**config.mk**
```make
export PLATFORM = sky130hd
export DESIGN_NAME = tx_axis_frame_streamer_flat
export DESIGN_NICKNAME = d
export VERILOG_FILES = /design/src/rtl/tx_axis_frame_streamer_if.sv /design/src/rtl/tx_axis_frame_streamer.sv /design/src/flat_wrapper.sv
export SDC_FILE = /design/constraint.sdc
export NUM_CORES = 1
export LEC_CHECK = 0
export BUFFER_PORTS_ARGS = -buffer_cell sky130_fd_sc_hd__clkbuf_2
export CAP_MARGIN = 20
export CORE_ASPECT_RATIO = 0.7
export CORE_MARGIN = 3
export CORE_UTILIZATION = 51
export DETAILED_ROUTE_END_ITERATION = 8
export PLACE_DENSITY = 0.78
export SKIP_LAST_GASP = 1
export SYNTH_ARGS = -nofsm -noshare
export SYNTH_HDL_FRONTEND = slang
export SYNTH_SLANG_ARGS = --single-unit
```
**constraint.sdc**
```tcl
create_clock -name clk -period 4.1 [get_ports clk]
set_input_delay 0.615 -clock clk [delete_from_list [all_inputs] [get_ports clk]]
set_output_delay 0.615 -clock clk [all_outputs]
set_load 0.05 [all_outputs]
```
**src/rtl/tx_axis_frame_streamer_if.sv**
```systemverilog
// ---------------------------------------------------------------------------
// tx_axis_frame_streamer_if
//   AXI-Stream bundle between the TX frame streamer and the MAC.
//   tdata  [63:0]  frame qword, byte 0 in [7:0]
//   tstrb  [7:0]   byte enables, 8'hFF except on the last beat
//   tuser  [127:0] [31:0] frame byte count, [127:32] zero
//   tvalid         beat valid
//   tlast          last beat of frame
//   tready         MAC accepts beat
//   master modport: streamer side; slave modport: MAC side.
// ---------------------------------------------------------------------------
interface tx_axis_frame_streamer_if;
  logic [63:0]  tdata;
  logic [7:0]   tstrb;
  logic [127:0] tuser;
  logic         tvalid;
  logic         tlast;
  logic         tready;

  modport master (output tdata, tstrb, tuser, tvalid, tlast, input tready);
  modport slave  (input tdata, tstrb, tuser, tvalid, tlast, output tready);
endinterface

```
**src/rtl/tx_axis_frame_streamer.sv**
```systemverilog
// ---------------------------------------------------------------------------
// tx_axis_frame_streamer
//   Reads length-prefixed frames from the TX ring (64-bit qwords, read latency
//   RD_LAT) and streams them to the MAC over AXI-Stream, then releases the
//   consumed ring space back to the writer one frame at a time.
// Ports
//   clk, reset_n             clock, synchronous active-low reset
//   m_axis                   AXI-Stream master (tdata/tstrb/tuser/tvalid/tlast/tready)
//   rd_addr / rd_data        ring read port, data RD_LAT cycles after address
//   commited_rd_addr(_change) released read pointer and its 1-cycle update pulse
//   commited_wr_addr(_change) writer pointer and its foreign-domain strobe
//   frames_sent              sent-frame counter, present only when the
//                            TX_FRAME_COUNTER_EN macro is defined
// ---------------------------------------------------------------------------
module tx_axis_frame_streamer #(
  parameter int AW        = 10,
  parameter int RD_LAT    = 1,
  parameter int MAX_BYTES = 9600
) (
  input  logic                      clk,
  input  logic                      reset_n,
  tx_axis_frame_streamer_if.master  m_axis,
  output logic [AW-1:0]             rd_addr,
  input  logic [63:0]               rd_data,
  output logic [AW-1:0]             commited_rd_addr,
  output logic                      commited_rd_addr_change,
  input  logic                      commited_wr_addr_change,
  input  logic [AW-1:0]             commited_wr_addr
`ifdef TX_FRAME_COUNTER_EN
  ,
  output logic [31:0]               frames_sent
`endif
);

  localparam logic [AW-1:0] ONE_A = {{(AW-1){1'b0}}, 1'b1};

  typedef enum logic [2:0] {
    S_IDLE  = 3'd0,
    S_HDR   = 3'd1,
    S_CHECK = 3'd2,
    S_STRM  = 3'd3,
    S_DONE  = 3'd4,
    S_DROP  = 3'd5
  } state_t;

  state_t        state_r, state_s;
  logic [AW-1:0] rd_ptr_r, rd_addr_r, commit_addr_r, new_ptr_s, avail_s;
  logic [AW-1:0] wr_q_r, wr_sync_r;
  logic          stb_meta_r, stb_sync_r, commit_pend_r, commit_chg_r;
  logic [31:0]   len_r;
  logic [29:0]   nq_r, rd_left_r, push_left_r;
  logic [7:0]    strb_last_r;
  logic [RD_LAT-1:0] pipe_r;
  logic [1:0]    inflight_s, cnt_r, cnt_s;
  logic [63:0]   d0_r, d1_r;
  logic [7:0]    s0_r, s1_r, push_strb_s;
  logic          l0_r, l1_r, push_last_s, tvalid_r;
  logic          data_vld_s, push_s, pop_s, fits_s, bad_len_s, strm_ok_s;
  logic          hdr_issue_s, strm_issue_s, hdr_take_s, strm_start_s, commit_s;

  assign avail_s    = wr_sync_r - rd_ptr_r;
  assign data_vld_s = pipe_r[RD_LAT-1];
  assign pop_s      = tvalid_r & m_axis.tready;
  assign push_s     = (state_r == S_STRM) & data_vld_s;
  assign fits_s     = 32'(avail_s) >= (32'd1 + {2'b00, nq_r});
  assign bad_len_s  = (len_r == 32'd0) || (len_r > 32'(MAX_BYTES));
  assign push_last_s = (push_left_r == 30'd1);
  assign push_strb_s = push_last_s ? strb_last_r : 8'hFF;
  assign cnt_s      = cnt_r + {1'b0, push_s} - {1'b0, pop_s};

  // Reads in flight plus FIFO occupancy never exceed two entries; the slot
  // freed by this cycle's pop is credited so 1 beat/cycle is sustained.
  always_comb begin
    inflight_s = 2'd0;
    for (int i = 0; i < RD_LAT; i++) begin
      inflight_s = inflight_s + {1'b0, pipe_r[i]};
    end
    strm_ok_s = (rd_left_r != 30'd0) &&
                (({1'b0, cnt_r} + {1'b0, inflight_s}) < (3'd2 + {2'b00, pop_s}));
  end

  // FSM state register
  always_ff @(posedge clk) begin
    if (!reset_n) begin
      state_r <= S_IDLE;
    end else begin
      state_r <= state_s;
    end
  end

  // FSM next-state and control strobes
  always_comb begin
    state_s      = state_r;
    hdr_issue_s  = 1'b0;
    strm_issue_s = 1'b0;
    hdr_take_s   = 1'b0;
    strm_start_s = 1'b0;
    commit_s     = 1'b0;
    case (state_r)
      S_IDLE: begin
        if (avail_s != {AW{1'b0}}) begin
          hdr_issue_s = 1'b1;
          state_s     = S_HDR;
        end else begin
          state_s = S_IDLE;
        end
      end
      S_HDR: begin
        if (data_vld_s) begin
          hdr_take_s = 1'b1;
          state_s    = S_CHECK;
        end else begin
          state_s = S_HDR;
        end
      end
      S_CHECK: begin
        if (bad_len_s) begin
          state_s = S_DROP;
        end else if (fits_s) begin
          strm_start_s = 1'b1;
          state_s      = S_STRM;
        end else begin
          state_s = S_CHECK;
        end
      end
      S_STRM: begin
        strm_issue_s = strm_ok_s;
        if (pop_s && l0_r) begin
          state_s = S_DONE;
        end else begin
          state_s = S_STRM;
        end
      end
      S_DONE:  begin commit_s = 1'b1; state_s = S_IDLE; end
      S_DROP:  begin commit_s = 1'b1; state_s = S_IDLE; end
      default: state_s = S_IDLE;
    endcase
  end

  // Pointer that the ring is released up to after this frame
  always_comb begin
    if (state_r == S_DONE) begin
      new_ptr_s = rd_ptr_r + AW'(nq_r) + ONE_A;
    end else begin
      new_ptr_s = rd_ptr_r + ONE_A;
    end
  end

  // Writer pointer synchroniser: strobe through two flops, address captured once
  always_ff @(posedge clk) begin
    if (!reset_n) begin
      stb_meta_r <= 1'b0;
      stb_sync_r <= 1'b0;
      wr_q_r     <= {AW{1'b0}};
      wr_sync_r  <= {AW{1'b0}};
    end else begin
      stb_meta_r <= commited_wr_addr_change;
      stb_sync_r <= stb_meta_r;
      wr_q_r     <= commited_wr_addr;
      if (stb_sync_r) begin
        wr_sync_r <= wr_q_r;
      end
    end
  end

  // Read address, frame header, counters and commit handshake
  always_ff @(posedge clk) begin
    if (!reset_n) begin
      rd_ptr_r      <= {AW{1'b0}};
      rd_addr_r     <= {AW{1'b0}};
      commit_addr_r <= {AW{1'b0}};
      commit_pend_r <= 1'b0;
      commit_chg_r  <= 1'b0;
      len_r         <= 32'd0;
      nq_r          <= 30'd0;
      strb_last_r   <= 8'h00;
      rd_left_r     <= 30'd0;
      push_left_r   <= 30'd0;
      pipe_r        <= {RD_LAT{1'b0}};
    end else begin
      // rd_addr_r always points at the next unread qword, so an issue is
      // simply "consume the address currently presented".
      if (commit_s) begin
        rd_ptr_r      <= new_ptr_s;
        rd_addr_r     <= new_ptr_s;
        commit_addr_r <= new_ptr_s;
      end else if (hdr_issue_s || strm_issue_s) begin
        rd_addr_r <= rd_addr_r + ONE_A;
      end
      commit_pend_r <= commit_s;
      commit_chg_r  <= commit_pend_r;
      pipe_r[0]     <= hdr_issue_s | strm_issue_s;
      for (int i = 1; i < RD_LAT; i++) begin
        pipe_r[i] <= pipe_r[i-1];
      end
      if (hdr_take_s) begin
        len_r       <= rd_data[63:32];
        nq_r        <= 30'(({1'b0, rd_data[63:32]} + 33'd7) >> 3);
        strb_last_r <= (rd_data[34:32] == 3'd0) ? 8'hFF
                                                : ((8'h01 << rd_data[34:32]) - 8'h01);
      end
      if (strm_start_s) begin
        rd_left_r   <= nq_r;
        push_left_r <= nq_r;
      end else begin
        if (strm_issue_s) begin
          rd_left_r <= rd_left_r - 30'd1;
        end
        if (push_s) begin
          push_left_r <= push_left_r - 30'd1;
        end
      end
    end
  end

  // Two-entry skid FIFO; entry 0 drives the AXIS beat directly
  always_ff @(posedge clk) begin
    if (!reset_n) begin
      d0_r <= 64'd0;  d1_r <= 64'd0;
      s0_r <= 8'h00;  s1_r <= 8'h00;
      l0_r <= 1'b0;   l1_r <= 1'b0;
      cnt_r    <= 2'd0;
      tvalid_r <= 1'b0;
    end else begin
      case ({push_s, pop_s})
        2'b10: begin
          if (cnt_r == 2'd0) begin
            d0_r <= rd_data; s0_r <= push_strb_s; l0_r <= push_last_s;
          end else begin
            d1_r <= rd_data; s1_r <= push_strb_s; l1_r <= push_last_s;
          end
        end
        2'b01: begin
          d0_r <= d1_r; s0_r <= s1_r; l0_r <= l1_r;
        end
        2'b11: begin
          if (cnt_r == 2'd1) begin
            d0_r <= rd_data; s0_r <= push_strb_s; l0_r <= push_last_s;
          end else begin
            d0_r <= d1_r;    s0_r <= s1_r;        l0_r <= l1_r;
            d1_r <= rd_data; s1_r <= push_strb_s; l1_r <= push_last_s;
          end
        end
        default: begin
        end
      endcase
      cnt_r    <= cnt_s;
      tvalid_r <= (cnt_s != 2'd0);
    end
  end

`ifdef TX_FRAME_COUNTER_EN
  logic [31:0] frames_sent_r;

  // Count frames that completed on the stream; dropped headers do not count
  always_ff @(posedge clk) begin
    if (!reset_n) begin
      frames_sent_r <= 32'd0;
    end else if (state_r == S_DONE) begin
      frames_sent_r <= frames_sent_r + 32'd1;
    end
  end

  assign frames_sent = frames_sent_r;
`endif

  assign m_axis.tdata  = d0_r;
  assign m_axis.tstrb  = s0_r;
  assign m_axis.tlast  = l0_r;
  assign m_axis.tvalid = tvalid_r;
  assign m_axis.tuser  = {96'd0, len_r};
  assign rd_addr                 = rd_addr_r;
  assign commited_rd_addr        = commit_addr_r;
  assign commited_rd_addr_change = commit_chg_r;

endmodule

```
**src/flat_wrapper.sv**
```systemverilog
// flat-port wrapper written by rule: the top's interface ports become plain ports
module tx_axis_frame_streamer_flat 
#(
  parameter int AW        = 10,
  parameter int RD_LAT    = 1,
  parameter int MAX_BYTES = 9600
)
  (clk, reset_n, rd_addr, rd_data, commited_rd_addr, commited_rd_addr_change, commited_wr_addr_change, commited_wr_addr, m_axis_tdata, m_axis_tstrb, m_axis_tuser, m_axis_tvalid, m_axis_tlast, m_axis_tready);
  tx_axis_frame_streamer_if m_axis_i ();
  input  logic clk;
  input  logic reset_n;
  output logic [AW-1:0] rd_addr;
  input  logic [63:0] rd_data;
  output logic [AW-1:0] commited_rd_addr;
  output logic commited_rd_addr_change;
  input  logic commited_wr_addr_change;
  input  logic [AW-1:0] commited_wr_addr;
  output wire logic [$bits(m_axis_i.tdata)-1:0] m_axis_tdata;
  output wire logic [$bits(m_axis_i.tstrb)-1:0] m_axis_tstrb;
  output wire logic [$bits(m_axis_i.tuser)-1:0] m_axis_tuser;
  output wire logic [$bits(m_axis_i.tvalid)-1:0] m_axis_tvalid;
  output wire logic [$bits(m_axis_i.tlast)-1:0] m_axis_tlast;
  input wire logic [$bits(m_axis_i.tready)-1:0] m_axis_tready;
  assign m_axis_tdata = m_axis_i.tdata;
  assign m_axis_tstrb = m_axis_i.tstrb;
  assign m_axis_tuser = m_axis_i.tuser;
  assign m_axis_tvalid = m_axis_i.tvalid;
  assign m_axis_tlast = m_axis_i.tlast;
  assign m_axis_i.tready = m_axis_tready;
  tx_axis_frame_streamer #(.AW(AW), .RD_LAT(RD_LAT), .MAX_BYTES(MAX_BYTES)) u_core (.clk(clk), .reset_n(reset_n), .m_axis(m_axis_i), .rd_addr(rd_addr), .rd_data(rd_data), .commited_rd_addr(commited_rd_addr), .commited_rd_addr_change(commited_rd_addr_change), .commited_wr_addr_change(commited_wr_addr_change), .commited_wr_addr(commited_wr_addr));
endmodule
```
# Yosys cells after proc, flatten, opt, wreduce, memory -nomap -nowiden
# Cells that the tools add are included.
# op_classes
n_addsub	14
multipliers	0
div	0
n_lt_le_gt_ge	3
eq_ne	13
n_shift	1
n_mux	42
n_bitwise	3
n_reduce_logical	19
# ops
cell	n
64-bit 2-to-1 mux	4
64-bit one-hot mux with 3 select lines	1
64-bit one-hot mux with 2 select lines	1
30-bit 2-to-1 mux	4
30-bit by 1-bit subtractor with 30-bit output, second input constant	2
8-bit 2-to-1 mux	6
32-bit by 3-bit adder with 33-bit output, second input constant	1
10-bit by 32-bit >= comparator with 1-bit output	1
32-bit by 14-bit > comparator with 1-bit output, second input constant	1
32-bit logical NOT	1
1-bit by 30-bit adder with 31-bit output, first input constant	1
10-bit by 1-bit adder with 10-bit output, second input constant	3
30-bit by 1-bit == test with 1-bit output, second input constant	1
10-bit 2-to-1 mux	3
30-bit nonzero test	1
8-bit one-hot mux with 3 select lines	1
8-bit one-hot mux with 2 select lines	1
1-bit 2-to-1 mux	15
3-bit one-hot mux with 4 select lines	1
10-bit adder	1
10-bit nonzero test	1
2-bit nonzero test	5
10-bit subtractor	1
1-bit by 3-bit left shift with 8-bit output, first input constant	1
27 further kinds	37
# totals
ff_bits	327
latch_bits	0
ramBits	0
mem_bits_ro	0
inputBits	78
output_inout_bits	223
word_cells	118
n_memories	0

# Logic depth before layout (Yosys ltp)
# Gate-level depths: netlist (run 1).
# logic_depth
word_depth	8
ltp_mapped	18
depth_no_buf	16

# Worst setup path after synthesis (run 1)
# No wires, ideal clock.
# synth_timing
kind	register to register
from	register u_core.rd_ptr_r[1]
to	register u_core.rd_left_r[6]
setup_time_ps	120
t_arrival_ps	4152
t_required_ps	3980
path_slack_ps	-171
stages_incl_launch_ff	18
path_buffers	1
period_less_slack_ps	4271
cell_sequence	dfxtp_1 -> inv_1 -> ha_1 -> nor2b_1 -> o2111ai_1 -> nand3_1 -> a31o_2 -> a21oi_1 -> xor2_1 -> ha_1 -> and4_1 -> o2111ai_1 -> o21ai_0 -> nand3_1 -> or4_4 -> buf_6 -> o311a_1 -> o31a_1
# synth_between
elab_chain_len	6
word_cells_on_any_way	7
classes_between	1 x add/sub; 1 x order compare; 4 x mux; 1 x reduce/logical
# synth_rtl
element	line_no	text
start, declared	tx_axis_frame_streamer.sv:47	logic [AW-1:0] rd_ptr_r, rd_addr_r, commit_addr_r, new_ptr_s, avail_s;
start signal, assigned	tx_axis_frame_streamer.sv:169	rd_ptr_r <= {AW{1'b0}};
start signal, assigned	tx_axis_frame_streamer.sv:184	rd_ptr_r <= new_ptr_s;
10-bit subtractor (*)	tx_axis_frame_streamer.sv:61	assign avail_s = wr_sync_r - rd_ptr_r;
10-bit by 32-bit >= comparator with 1-bit output (*)	tx_axis_frame_streamer.sv:65	assign fits_s = 32'(avail_s) >= (32'd1 + {2'b00, nq_r});
1-bit 2-to-1 mux (*)	tx_axis_frame_streamer.sv:119	end else if (fits_s) begin
1-bit 2-to-1 mux (*)	tx_axis_frame_streamer.sv:117	if (bad_len_s) begin
1-bit 2-to-1 mux (*)	tx_axis_frame_streamer.sv:99	case (state_r)
30-bit 2-to-1 mux or 2-bit nonzero test (tied branches)	n/a	
end signal, assigned	tx_axis_frame_streamer.sv:203	rd_left_r <= nq_r;
end signal, assigned	tx_axis_frame_streamer.sv:207	rd_left_r <= rd_left_r - 30'd1;
end, declared	tx_axis_frame_streamer.sv:51	logic [29:0] nq_r, rd_left_r, push_left_r;
# Every way passes the cells marked *; elsewhere a longest branch is shown, timed or not.
# A chain may end at the register's enable or synchronous reset.

# Worst setup path in the final report (run 1)
# layout_timing
from	register u_core.rd_ptr_r[0]
to	register u_core.rd_addr_r[7], in the netlist u_core.rd_addr[7]
# layout_between
elab_chain_len	6
word_cells_on_any_way	11
classes_between	4 x add/sub; 4 x mux; 3 x reduce/logical
# layout_rtl
element	line_no	text
parallel branches: the longest is 6 deep, another holds 10-bit adder	n/a	
end signal, assigned	tx_axis_frame_streamer.sv:170	rd_addr_r <= {AW{1'b0}};
end signal, assigned	tx_axis_frame_streamer.sv:185	rd_addr_r <= new_ptr_s;
end signal, assigned	tx_axis_frame_streamer.sv:188	rd_addr_r <= rd_addr_r + ONE_A;
end, declared	tx_axis_frame_streamer.sv:47	
# Several ways; the timed one is not identified.

==> results_dict.tcl, run 1 <==
set metrics [dict create \
    status "finished clean" \
    path_buf_inv 1 \
    cellPowerDensity_nw_per_um2 550.9 \
    synth_edf_count 0 \
    ir_drop_v 0.0003561 \
    final.period_utilization 0.9395 \
    hp-class "input port to register" \
    ys.flop_type "dfxtp_1" \
    grt_usage 0.2507 \
    ios 301 \
    yosysTopAreaCell "dfxtp_1" \
    start_kind "register" \
    rsz0062_at_grt "false" \
    fp.dieArea_um2 35150 \
    worst_slew_pin_slew_ns 1.057 \
    worstPathMaxFanout 14 \
    drtIter0Drc 1237 \
    path_delay_family "compound AO/OA/AOI/OAI gates" \
    holdPathEnd "u_core.wr_q_r[9]" \
    max_stage_delay_ns 0.65 \
    critical_path_required_ns 4.54 \
    syn-cell-area_um2 16780 \
    drt-pass1-iter-count 9 \
    crit_slowest_cell "or4b_2" \
    drc 0 \
    slew_viol_final 0 \
    htreeDepth 2 \
    gp_congestion 0.9062 \
    min_from "commited_wr_addr[9]" \
    holdWs_ns 0.2900 \
    r2r-end "u_core.rd_addr[7]" \
    area_growth_pct 13.41 \
    nets 2410 \
    pre_cts_ws_ns -0.1097 \
    yosysSeqAreaShare 0.3901 \
    tns_ns 0 \
    crit_path_end_kind "register" \
    ys_warn_count 0 \
    power.leakage_nw 7.528 \
    synth_area_leaders "dfxtp_1 39%, nand2_1 8.9%, a21oi_1 5.1%" \
    period_needed_ns 3.852 \
    vias 15850 \
    syn_area_per_cell_um2 7.798 \
    numCtsBuffers 34 \
    crit_type "register to register" \
    layout-drive-gt1-share 0.1512 \
    grt_max_degree 137 \
    holdPathStages 2 \
    die_x_um 222.8 \
    dp_hpwl_mm 32.43 \
    reg2reg_slack_ns 0.25 \
    worst_skew_pair.late_latency_ns 0.53 \
    clock-root-buffer "clkbuf_16" \
    synth_cell_types 75 \
    timing_hold_violations_final 0 \
    wire_per_inst_um 17.14 \
    fillerInstances 2817 \
    grt_pass1_vias 14560 \
    critPathArrivalTime_ns 4.30 \
    critPathMostFrequentCell "a21oi_1" \
    cts_buffer_depth 3 \
    grt_overflow 0 \
    std_cell_rows 54 \
    cts_tree "built" \
    final_util 0.5993 \
    antenna_found_initial 3 \
    ys_ff_latch 327 \
    start_util 0.5284 \
    synthArstFlopShare 0 \
    fin_skew_ns 0.02066 \
    via_per_inst 5.789 \
    netlist_instances 2152 \
    wirelength_mm 46.94 \
    grt_pass1_wl_mm 74.05 \
    clkTransAtPathRegs_ns 0.06 \
    die_h_um 157.8 \
    maxCapViolCount 0 \
    ff2ff_path_depth 11 \
    crit_path_start "u_core.rd_ptr_r[0]" \
    layout_setup_ws_ns 0.2482 \
    synth_top_area_share 0.3901 \
    slew_headroom 0.2952 \
    cts_num_sinks 327 \
    r2r-start "u_core.rd_ptr_r[0]" \
    cp_cell_sequence "ha_1, fa_1, nor2b_2, o22ai_1, xnor2_1, or4b_2, a2111oi_2, buf_4, a21oi_1, a311o_1, a21oi_1" \
    core_um2 31760 \
    fmax_ghz 0.2596 \
    drtAntennaViolNets 0 \
    finalSetupViolCount 0 \
    io_buffers 204 \
    cts_hold_buf 0 \
]
==> per-layer routing <==
| layer | wire [um] | GRT usage | up-vias |
|---|---|---|---|
| met5 | 0 | 0 | - |
| met4 | 1156 | 0.07955 | 0 |
| met3 | 3606 | 0.04560 | 82 |
| met2 | 21550 | 0.4005 | 618 |
| met1 | 20620 | 0.3472 | 7439 |
| li1 | - | - | 7710 |
==> worst reg2reg max path, cell delays in order, from the launching register on <==
cell	delay, ns
dfxtp_2	0.35
ha_1	0.24
fa_1	0.42
nor2b_2	0.19
o22ai_1	0.12
xnor2_1	0.16
or4b_2	0.65
a2111oi_2	0.58
buf_4	0.24
a21oi_1	0.30
a311o_1	0.37
a21oi_1	0.15
==> sequential cells by signal, indices dropped and copies added, names as in the netlist, 10 cells and up <==
signal	count
u_core.wr_sync_r	10
u_core.m_axis.tdata	64
u_core.rd_addr	10
u_core.d1_r	64
u_core.push_left_r	30
u_core.wr_q_r	10
u_core.len_r	32
u_core.nq_r	30
u_core.rd_left_r	30
u_core.rd_ptr_r	10
==> stage by stage <==
stage | std cells | cell area (um^2) | total power, mW
6_report | 2738 | 19030 | 10.48
5_1_grt | 2738 | 19030 | 10.99
4_1_cts | 2733 | 18940 | 10.43
3_5_place_dp | 2674 | 17860 | 7.376
3_3_place_gp | 2674 | 17860 | 7.302
2_1_floorplan | 2247 | 17140 | 6.487
==> Yosys cell counts (5+ instances only) <==
cell type  instances
nand2_1          399
dfxtp_1          327
nor2_1           222
a21oi_1          171
clkbuf_1         130
buf_4             97
a311oi_1          70
o21ai_0           68
nor3_1            53
a211oi_1          52
xnor2_1           45
inv_1             43
nand3_1           41
ha_1              38
a31oi_1           30
and2_1            29
nand4_1           29
nor4_1            26
xor2_1            23
or3_1             21
mux2i_1           20
o31ai_1           18
and3_1            14
o211ai_1          13
o21a_1            11
buf_1             10
nand2b_1          10
or4_1              9
or2_2              8
a21o_1             7
and4_1             7
nor2b_1            7
nand3b_1           6
nor3b_1            6
a211o_1            5
a311o_1            5
a41oi_1            5
nand4b_1           5
o311a_1            5
o31a_1             5
==> repair_timing <==
| action | CTS | global route |
|---|---|---|
| gates cloned | 0 | 1 |
| pin swaps | 0 | 3 |
| setup endpoints to repair | 23 | 63 |
| gates resized for setup | 2 | 16 |
| setup buffers | 0 | 1 |
==> how the worst max path moves through the flow <==
stage	slack, ns	depth (start not counted)	to
finish	0.25	11	u_core.rd_addr[7]
global route	0.04	17	u_core.rd_left_r[28]
CTS	0.04	17	u_core.rd_left_r[28]
detailed placement	-0.11	16	u_core.push_left_r[5]
global placement	0.09	16	u_core.push_left_r[5]
floorplan	0.07	17	u_core.rd_left_r[6]
==> power breakdown <==
group          switching, mW  internal [mW]
Clock                   1.31           1.75
Sequential             0.329           3.51
Combinational           2.52           1.07
Total                   4.16           6.33
==> cells by family (layout without fill, tap and decap cells) <==
kind of cell,after synthesis,count (layout),share of synthesized area
flops,327,327,0.3901
simple gates,906,906,0.2449
fa+ha+maj,40,40,0.03072
buf+inv,286,354,0.08642
mux,22,22,0.01327
xor+xnor,68,68,0.03549
compound gates,502,502,0.1989
other cells,1,99,0.0002235
==> area by class of cell <==
class / instances / area (um^2) / area share
Clock buffer: 45 / 943.4 / 0.04957
Tap cell: 420 / 525.5 / 0.02761
Sequential cell: 327 / 6553 / 0.3443
Antenna cell: 3 / 7.507 / 0.0003945
Inverter: 44 / 170.2 / 0.008941
Timing Repair Buffer: 251 / 1425 / 0.07488
Multi-Input combinational cell: 1634 / 9279 / 0.4876
Clock inverter: 14 / 127.6 / 0.006706
==> placed cells by master (no fill, tap or decap), types with 10 or more instances in the layout <==
| master | n |
|---|---|
| nand2_1 | 398 |
| dfxtp_1 | 322 |
| nor2_1 | 220 |
| clkbuf_2 | 204 |
| a21oi_1 | 169 |
| conb_1 | 96 |
| a311oi_1 | 70 |
| o21ai_0 | 66 |
| nor3_1 | 53 |
| a211oi_1 | 52 |
| xnor2_1 | 45 |
| inv_1 | 42 |
| buf_4 | 41 |
| nand3_1 | 40 |
| ha_1 | 36 |
| clkbuf_16 | 35 |
| a31oi_1 | 30 |
| nand4_1 | 29 |
| and2_1 | 29 |
| nor4_1 | 26 |
| xor2_1 | 23 |
| or3_1 | 21 |
| mux2i_1 | 20 |
| o31ai_1 | 16 |
| and3_1 | 13 |
| o211ai_1 | 13 |
| o21a_1 | 11 |
| nand2b_1 | 10 |
| clkinv_2 | 10 |
(Power assumes the default switching activity.)
==> run 2, diff against run 1 <==
--- a/config.mk
+++ b/config.mk
@@ -12,6 +12,8 @@
 export CORE_UTILIZATION = 51
 export DETAILED_ROUTE_END_ITERATION = 8
 export PLACE_DENSITY = 0.78
+export RECOVER_POWER = 50
+export REMOVE_ABC_BUFFERS = 1
 export SKIP_LAST_GASP = 1
 export SYNTH_ARGS = -nofsm -noshare
 export SYNTH_HDL_FRONTEND = slang
==> run 2 against run 1 <==
Fmax shrank 0.55%; first-iteration DRC count up 17%; worst setup slack worse by 0.021 ns; cell area is 0.48% lower; the run now ends with max-capacitance violations, max-slew violations left.
==> results_dict.tcl, run 2 (synthesis results as in run 1) <==
set metrics [dict create \
    antenna_cells 0 \
    cts_tree "built" \
    slew_headroom -0.2352 \
    min_from "commited_wr_addr[9]" \
    final.period_utilization 0.9447 \
    std_cell_rows 54 \
    gp_congestion 0.9091 \
    start_util 0.5284 \
    pre_cts_ws_ns 0.1222 \
    cts_buffer_depth 3 \
    fmax_ghz 0.2582 \
    start_kind "register" \
    tns_ns 0 \
    grt_overflow 0 \
    fin_skew_ns 0.01073 \
    final_cell_mix "399 x nand2_1, 327 x dfxtp_1, 221 x nor2_1, 168 x a21oi_1, 140 x clkbuf_1" \
    wl_met1_mm 21.55 \
    area_growth_pct 12.86 \
    finalSetupViolCount 0 \
    core_um2 31760 \
    maxCapViolCount 2 \
    antenna_found_initial 0 \
    final_common_cell "nand2_1" \
    r2r-start "u_core.rd_ptr_r[1]" \
    drtAntennaViolNets 0 \
    final_util 0.5964 \
    via_per_inst 5.739 \
    numCtsBuffers 35 \
    htreeDepth 2 \
    wirelength_mm 47.35 \
    die_h_um 157.8 \
    grt_pass1_wl_mm 75.28 \
    critPathArrivalTime_ns 4.24 \
    period_needed_ns 3.873 \
    crit_path_end_kind "register" \
    crit_type "register to register" \
    route.met3.wl_mm 3.134 \
    drc 0 \
    layout-drive-gt1-share 0.09411 \
    nets 2420 \
    cts_num_sinks 327 \
    wire_per_inst_um 17.24 \
    holdPathStages 2 \
    holdPathEnd "u_core.wr_q_r[9]" \
    layout_setup_ws_ns 0.2267 \
    die_x_um 222.8 \
    timing_hold_violations_final 0 \
    fp.dieArea_um2 35150 \
    worst_skew_pair.late_latency_ns 0.52 \
    grt_pass1_vias 14700 \
    io_buffers 204 \
    drtIter0Drc 1444 \
    ir_drop_v 0.0003818 \
    cellPowerDensity_nw_per_um2 557.3 \
    ff2ff_path_depth 20 \
    power.leakage_nw 7.136 \
    worstPathMaxFanout 10 \
    r2r-end "u_core.push_left_r[24]" \
    hp-class "input port to register" \
    grt_max_degree 156 \
    grt_usage 0.2552 \
    reg2reg_slack_ns 0.23 \
    slew_viol_final 170 \
    vias 15760 \
    dr_wl_met2_mm 21.68 \
    maxUsedRoutingLayer "met4" \
    ios 301 \
    clkTransAtPathRegs_ns 0.06 \
    clock-root-buffer "clkbuf_16" \
    status "finished with violations" \
    dp_hpwl_mm 32.70 \
    drt-pass1-iter-count 6 \
    critical_path_required_ns 4.47 \
    worst_slew_pin_slew_ns 1.853 \
    violations "max-capacitance violations, max-slew violations" \
]
[run 2: cell types whose count changed in the layout (fill, tap and decap cells not counted), moves of 3 or more]
| cell | before | now |
|---|---|---|
| and2_1 | 29 | 26 |
| clkbuf_1 | 7 | 140 |
| clkinv_2 | 10 | 2 |
| dfxtp_2 | 5 | 0 |
| clkbuf_8 | 3 | 12 |
| clkbuf_2 | 204 | 79 |
| and2_0 | 0 | 3 |
| diode_2 | 3 | 0 |
| dfxtp_1 | 322 | 327 |
[run 2: metrics by stage]
stage | instances | total power [mW] | area, um^2 | hold slack (ns)
2_1_floorplan | 2005 | 6.422 | 15850 | 0.4118
5_1_grt | 2747 | 11.07 | 18940 | 0.2994
6_report | 2747 | 10.56 | 18940 | 0.3031
3_5_place_dp | 2682 | 7.448 | 17930 | 0.4228
3_3_place_gp | 2682 | 7.364 | 17930 | 0.4147
4_1_cts | 2744 | 10.60 | 19090 | 0.2811
[run 2: report_power, final]
group	switching, mW	leakage [nW]	internal [mW]
sequential	0.339	2.65	3.51
combinational	2.51	3.93	1.04
clock	1.28	0.564	1.87
[run 2: worst max-delay path by stage]
stage	endpoint	slack, ns	cells past startpoint	start
5_1_grt	u_core.push_left_r[4]	-0.009	19	u_core.wr_sync_r[0]
3_3_place_gp	u_core.rd_left_r[19]	0.20	18	u_core.rd_ptr_r[2]
3_5_place_dp	u_core.rd_left_r[19]	0.12	18	u_core.rd_ptr_r[1]
6_report	u_core.push_left_r[24]	0.23	20	u_core.rd_ptr_r[1]
4_1_cts	u_core.rd_left_r[19]	0.12	18	u_core.rd_ptr_r[1]
2_1_floorplan	u_core.m_axis.tdata[0]	-5.13	5	u_core.state_r[0]
[run 2: repair_timing]
action | CTS | global route
resized for setup | 0 | 5
hold buffers | 0 | 0
setup endpoints to repair | 0 | 47
setup buffers | 0 | 1
[run 2: metal layers]
layer  up-vias  global-route usage
li1       7695                   -
met5         -                   0
met2       545              0.4069
met3        79             0.04337
met4         0             0.07018
met1      7445              0.3601
[run 2: layout make-up]
type,count,area (um^2)
fillers,2893,12820
inverters,44,170.2
clock inverters,5,33.78
repair buffers,260,1319
clock buffers,57,1121
multi-input cells,1634,9224
flip-flops and latches,327,6546
well taps,420,525.5
[run 2: worst max-delay path: stages, from the launching register on]
cell and delay (ns):
dfxtp_1 0.33, inv_1 0.06, ha_1 0.27, nor2b_1 0.15, o2111ai_2 0.19, nand3_1 0.17, a31o_2 0.27, a21oi_1 0.19
xor2_1 0.10, ha_1 0.32, and4_1 0.18, o2111ai_1 0.10, o21ai_0 0.18, buf_4 0.15, nand3_1 0.10, buf_4 0.17
nor4_2 0.26, buf_4 0.21, buf_4 0.15, o21a_1 0.12, nor2_1 0.04
==> run 3, diff against run 2 <==
--- a/config.mk
+++ b/config.mk
@@ -9,9 +9,10 @@
 export CAP_MARGIN = 20
 export CORE_ASPECT_RATIO = 0.7
 export CORE_MARGIN = 3
-export CORE_UTILIZATION = 51
+export CORE_UTILIZATION = 53
+export CTS_BUF_LIST = sky130_fd_sc_hd__clkbuf_4 sky130_fd_sc_hd__clkbuf_8
 export DETAILED_ROUTE_END_ITERATION = 8
-export PLACE_DENSITY = 0.78
+export PLACE_DENSITY = 0.8
 export RECOVER_POWER = 50
 export REMOVE_ABC_BUFFERS = 1
 export SKIP_LAST_GASP = 1
==> constraint.sdc (replaced) <==
create_clock -name clk -period 4.1 [get_ports clk]
set_input_delay 0.615 -clock clk [delete_from_list [all_inputs] [get_ports clk]]
set_output_delay 0.615 -clock clk [all_outputs]
set_load 0.1 [all_outputs]
==> run 3 against run 2 <==
Register-to-register slack better by 0.03 ns; flip-flop and latch count unchanged; hold slack worse by 0.067 ns; clock-buffer cell count up 26; clock skew up 0.0096 ns; the run still ends with max-capacitance violations, max-slew violations left; via count up 1.5%; critical path depth down 3; power up 6.4%; die area down 3.7%; sequential power about the same; sequential share of layout area up 0.23 points; cell count up 0.33%.
==> results_dict.tcl, run 3 (synthesis results as in run 1) <==
set metrics [dict create \
    slew_viol_final 116 \
    p_sw_mw 5.090 \
    crit_type "register to register" \
    clkTransAtPathRegs_ns 0.07 \
    drt-pass1-iter-count 5 \
    grt_max_degree 109 \
    rsz0062_at_grt "false" \
    final_cell_mix "399 x nand2_1, 326 x dfxtp_1, 221 x nor2_1, 169 x a21oi_1, 130 x clkbuf_1" \
    vias 16000 \
    dp_hpwl_mm 31.86 \
    critical_path_required_ns 4.59 \
    critPathArrivalTime_ns 4.33 \
    maxCapViolCount 2 \
    antenna_cells 0 \
    antenna_found_initial 0 \
    cts_tree "built" \
    timing_hold_violations_final 0 \
    gp_congestion 0.9454 \
    r2r-start "u_core.rd_ptr_r[5]" \
    p_int_mw 6.137 \
    fmax_ghz 0.2604 \
    p_seq_frac 0.341 \
    grt_pass1_wl_mm 74.00 \
    holdPathEnd "u_core.wr_q_r[3]" \
    fp.dieArea_um2 33870 \
    combPwrFrac 0.397 \
    die_h_um 154.9 \
    core_um2 30570 \
    holdPathStages 2 \
    wire_per_inst_um 16.85 \
    clkPwrFrac 0.262 \
    status "finished with violations" \
    swShare 0.4534 \
    grt_usage 0.2598 \
    start_util 0.5489 \
    final_common_cell "nand2_1" \
    final_util 0.6156 \
    cts_num_sinks 327 \
    holdWs_ns 0.2362 \
    fin_skew_ns 0.02032 \
    r2r-end "u_core.push_left_r[4]" \
    numCtsBuffers 50 \
    die_x_um 218.7 \
    std_cell_rows 53 \
    reg2reg_slack_ns 0.26 \
    layout-drive-gt1-share 0.1045 \
    via_per_inst 5.804 \
    drtIter0Drc 1409 \
    drtAntennaViolNets 0 \
    ff2ff_path_depth 17 \
    grt_overflow 0 \
    ios 301 \
    drc 0 \
    htreeDepth 2 \
    worst_slew_pin_slew_ns 2.227 \
    ir_drop_v 0.0003704 \
    worst_skew_pair.late_latency_ns 0.60 \
    slew_headroom -0.4946 \
    fillerInstances 2685 \
    tns_ns 0 \
    grt_pass1_vias 14850 \
    finalSetupViolCount 0 \
    cts_buffer_depth 3 \
    clock-root-buffer "clkbuf_8" \
    final.period_utilization 0.9366 \
    wirelength_mm 46.45 \
    nets 2420 \
    worstPathMaxFanout 14 \
    area_growth_pct 12.14 \
    io_buffers 204 \
    min_from "commited_wr_addr[3]" \
    period_needed_ns 3.840 \
    cellPowerDensity_nw_per_um2 596.6 \
    start_kind "register" \
    crit_path_end_kind "register" \
    hp-class "input port to register" \
    violations "max-capacitance violations, max-slew violations" \
    power.leakage_nw 7.116 \
]
run 3: worst max-delay path: stages (launching register included):
cell	delay (ns)
dfxtp_2	0.39
inv_1	0.06
ha_1	0.40
o21ai_0	0.22
nand2b_1	0.14
a31o_2	0.26
a21oi_1	0.17
xor2_1	0.09
ha_1	0.32
and4_1	0.18
o2111ai_1	0.11
o21ai_1	0.21
nand3_1	0.14
buf_4	0.17
nor4_2	0.25
buf_4	0.25
nor4_1	0.07
a311o_1	0.30
run 3: per-layer routing:
metal | share of wire | global-route usage
met5 | 0 | 0
met4 | 0.020 | 0.07956
met3 | 0.078 | 0.05018
met2 | 0.46 | 0.4150
met1 | 0.44 | 0.3580
run 3: power groups by stage:
| stage | logic (mW) | registers [mW] | clock network (mW) |
|---|---|---|---|
| final | 4.45 | 3.83 | 2.94 |
| after global routing | 4.74 | 3.87 | 3.13 |
| after CTS | 4.46 | 3.83 | 2.99 |
| after detailed placement | 4.45 | 3.89 | 0 |
| after global placement | 4.37 | 3.88 | 0 |
| after floorplan | 2.07 | 5.31 | 0 |
run 3: worst max-delay path by stage:
stage	startpoint	to	slack (ns)	depth (start not counted)
floorplan	u_core.state_r[0]	u_core.m_axis.tdata[0]	-5.13	5
global placement	u_core.rd_ptr_r[2]	u_core.push_left_r[18]	0.07	15
detailed placement	u_core.rd_ptr_r[1]	u_core.push_left_r[18]	0.03	16
CTS	u_core.rd_ptr_r[1]	u_core.push_left_r[18]	0.05	16
global route	u_core.rd_ptr_r[2]	u_core.push_left_r[10]	0.01	17
finish	u_core.rd_ptr_r[5]	u_core.push_left_r[4]	0.26	17
run 3: final cells by class:
cell class,count,area (um^2),share of cell area
Inverter,44,170.2,0.009043
Multi-Input combinational cell,1634,9214,0.4896
Tap cell,412,515.5,0.02739
Clock inverter,11,66.31,0.003524
Clock buffer,83,1049,0.05572
Timing Repair Buffer,245,1256,0.06676
Sequential cell,327,6548,0.3479
run 3: stage by stage:
stage | instances | setup slack, ns | instance area [um^2] | total power [mW]
after floorplan | 2005 | -5.135 | 15850 | 7.379
final | 2756 | 0.2599 | 18820 | 11.23
after detailed placement | 2661 | 0.03169 | 17850 | 8.337
after global routing | 2756 | 0.01205 | 18820 | 11.74
after global placement | 2661 | 0.06796 | 17850 | 8.242
after CTS | 2755 | 0.04864 | 18960 | 11.27
run 3: repair_timing:
item / 4_1_cts / 5_1_grt
resized for setup: 0 / 7
endpoints found under the setup margin: 0 / 57
setup buffers: 0 / 0
hold buffers: 0 / 0
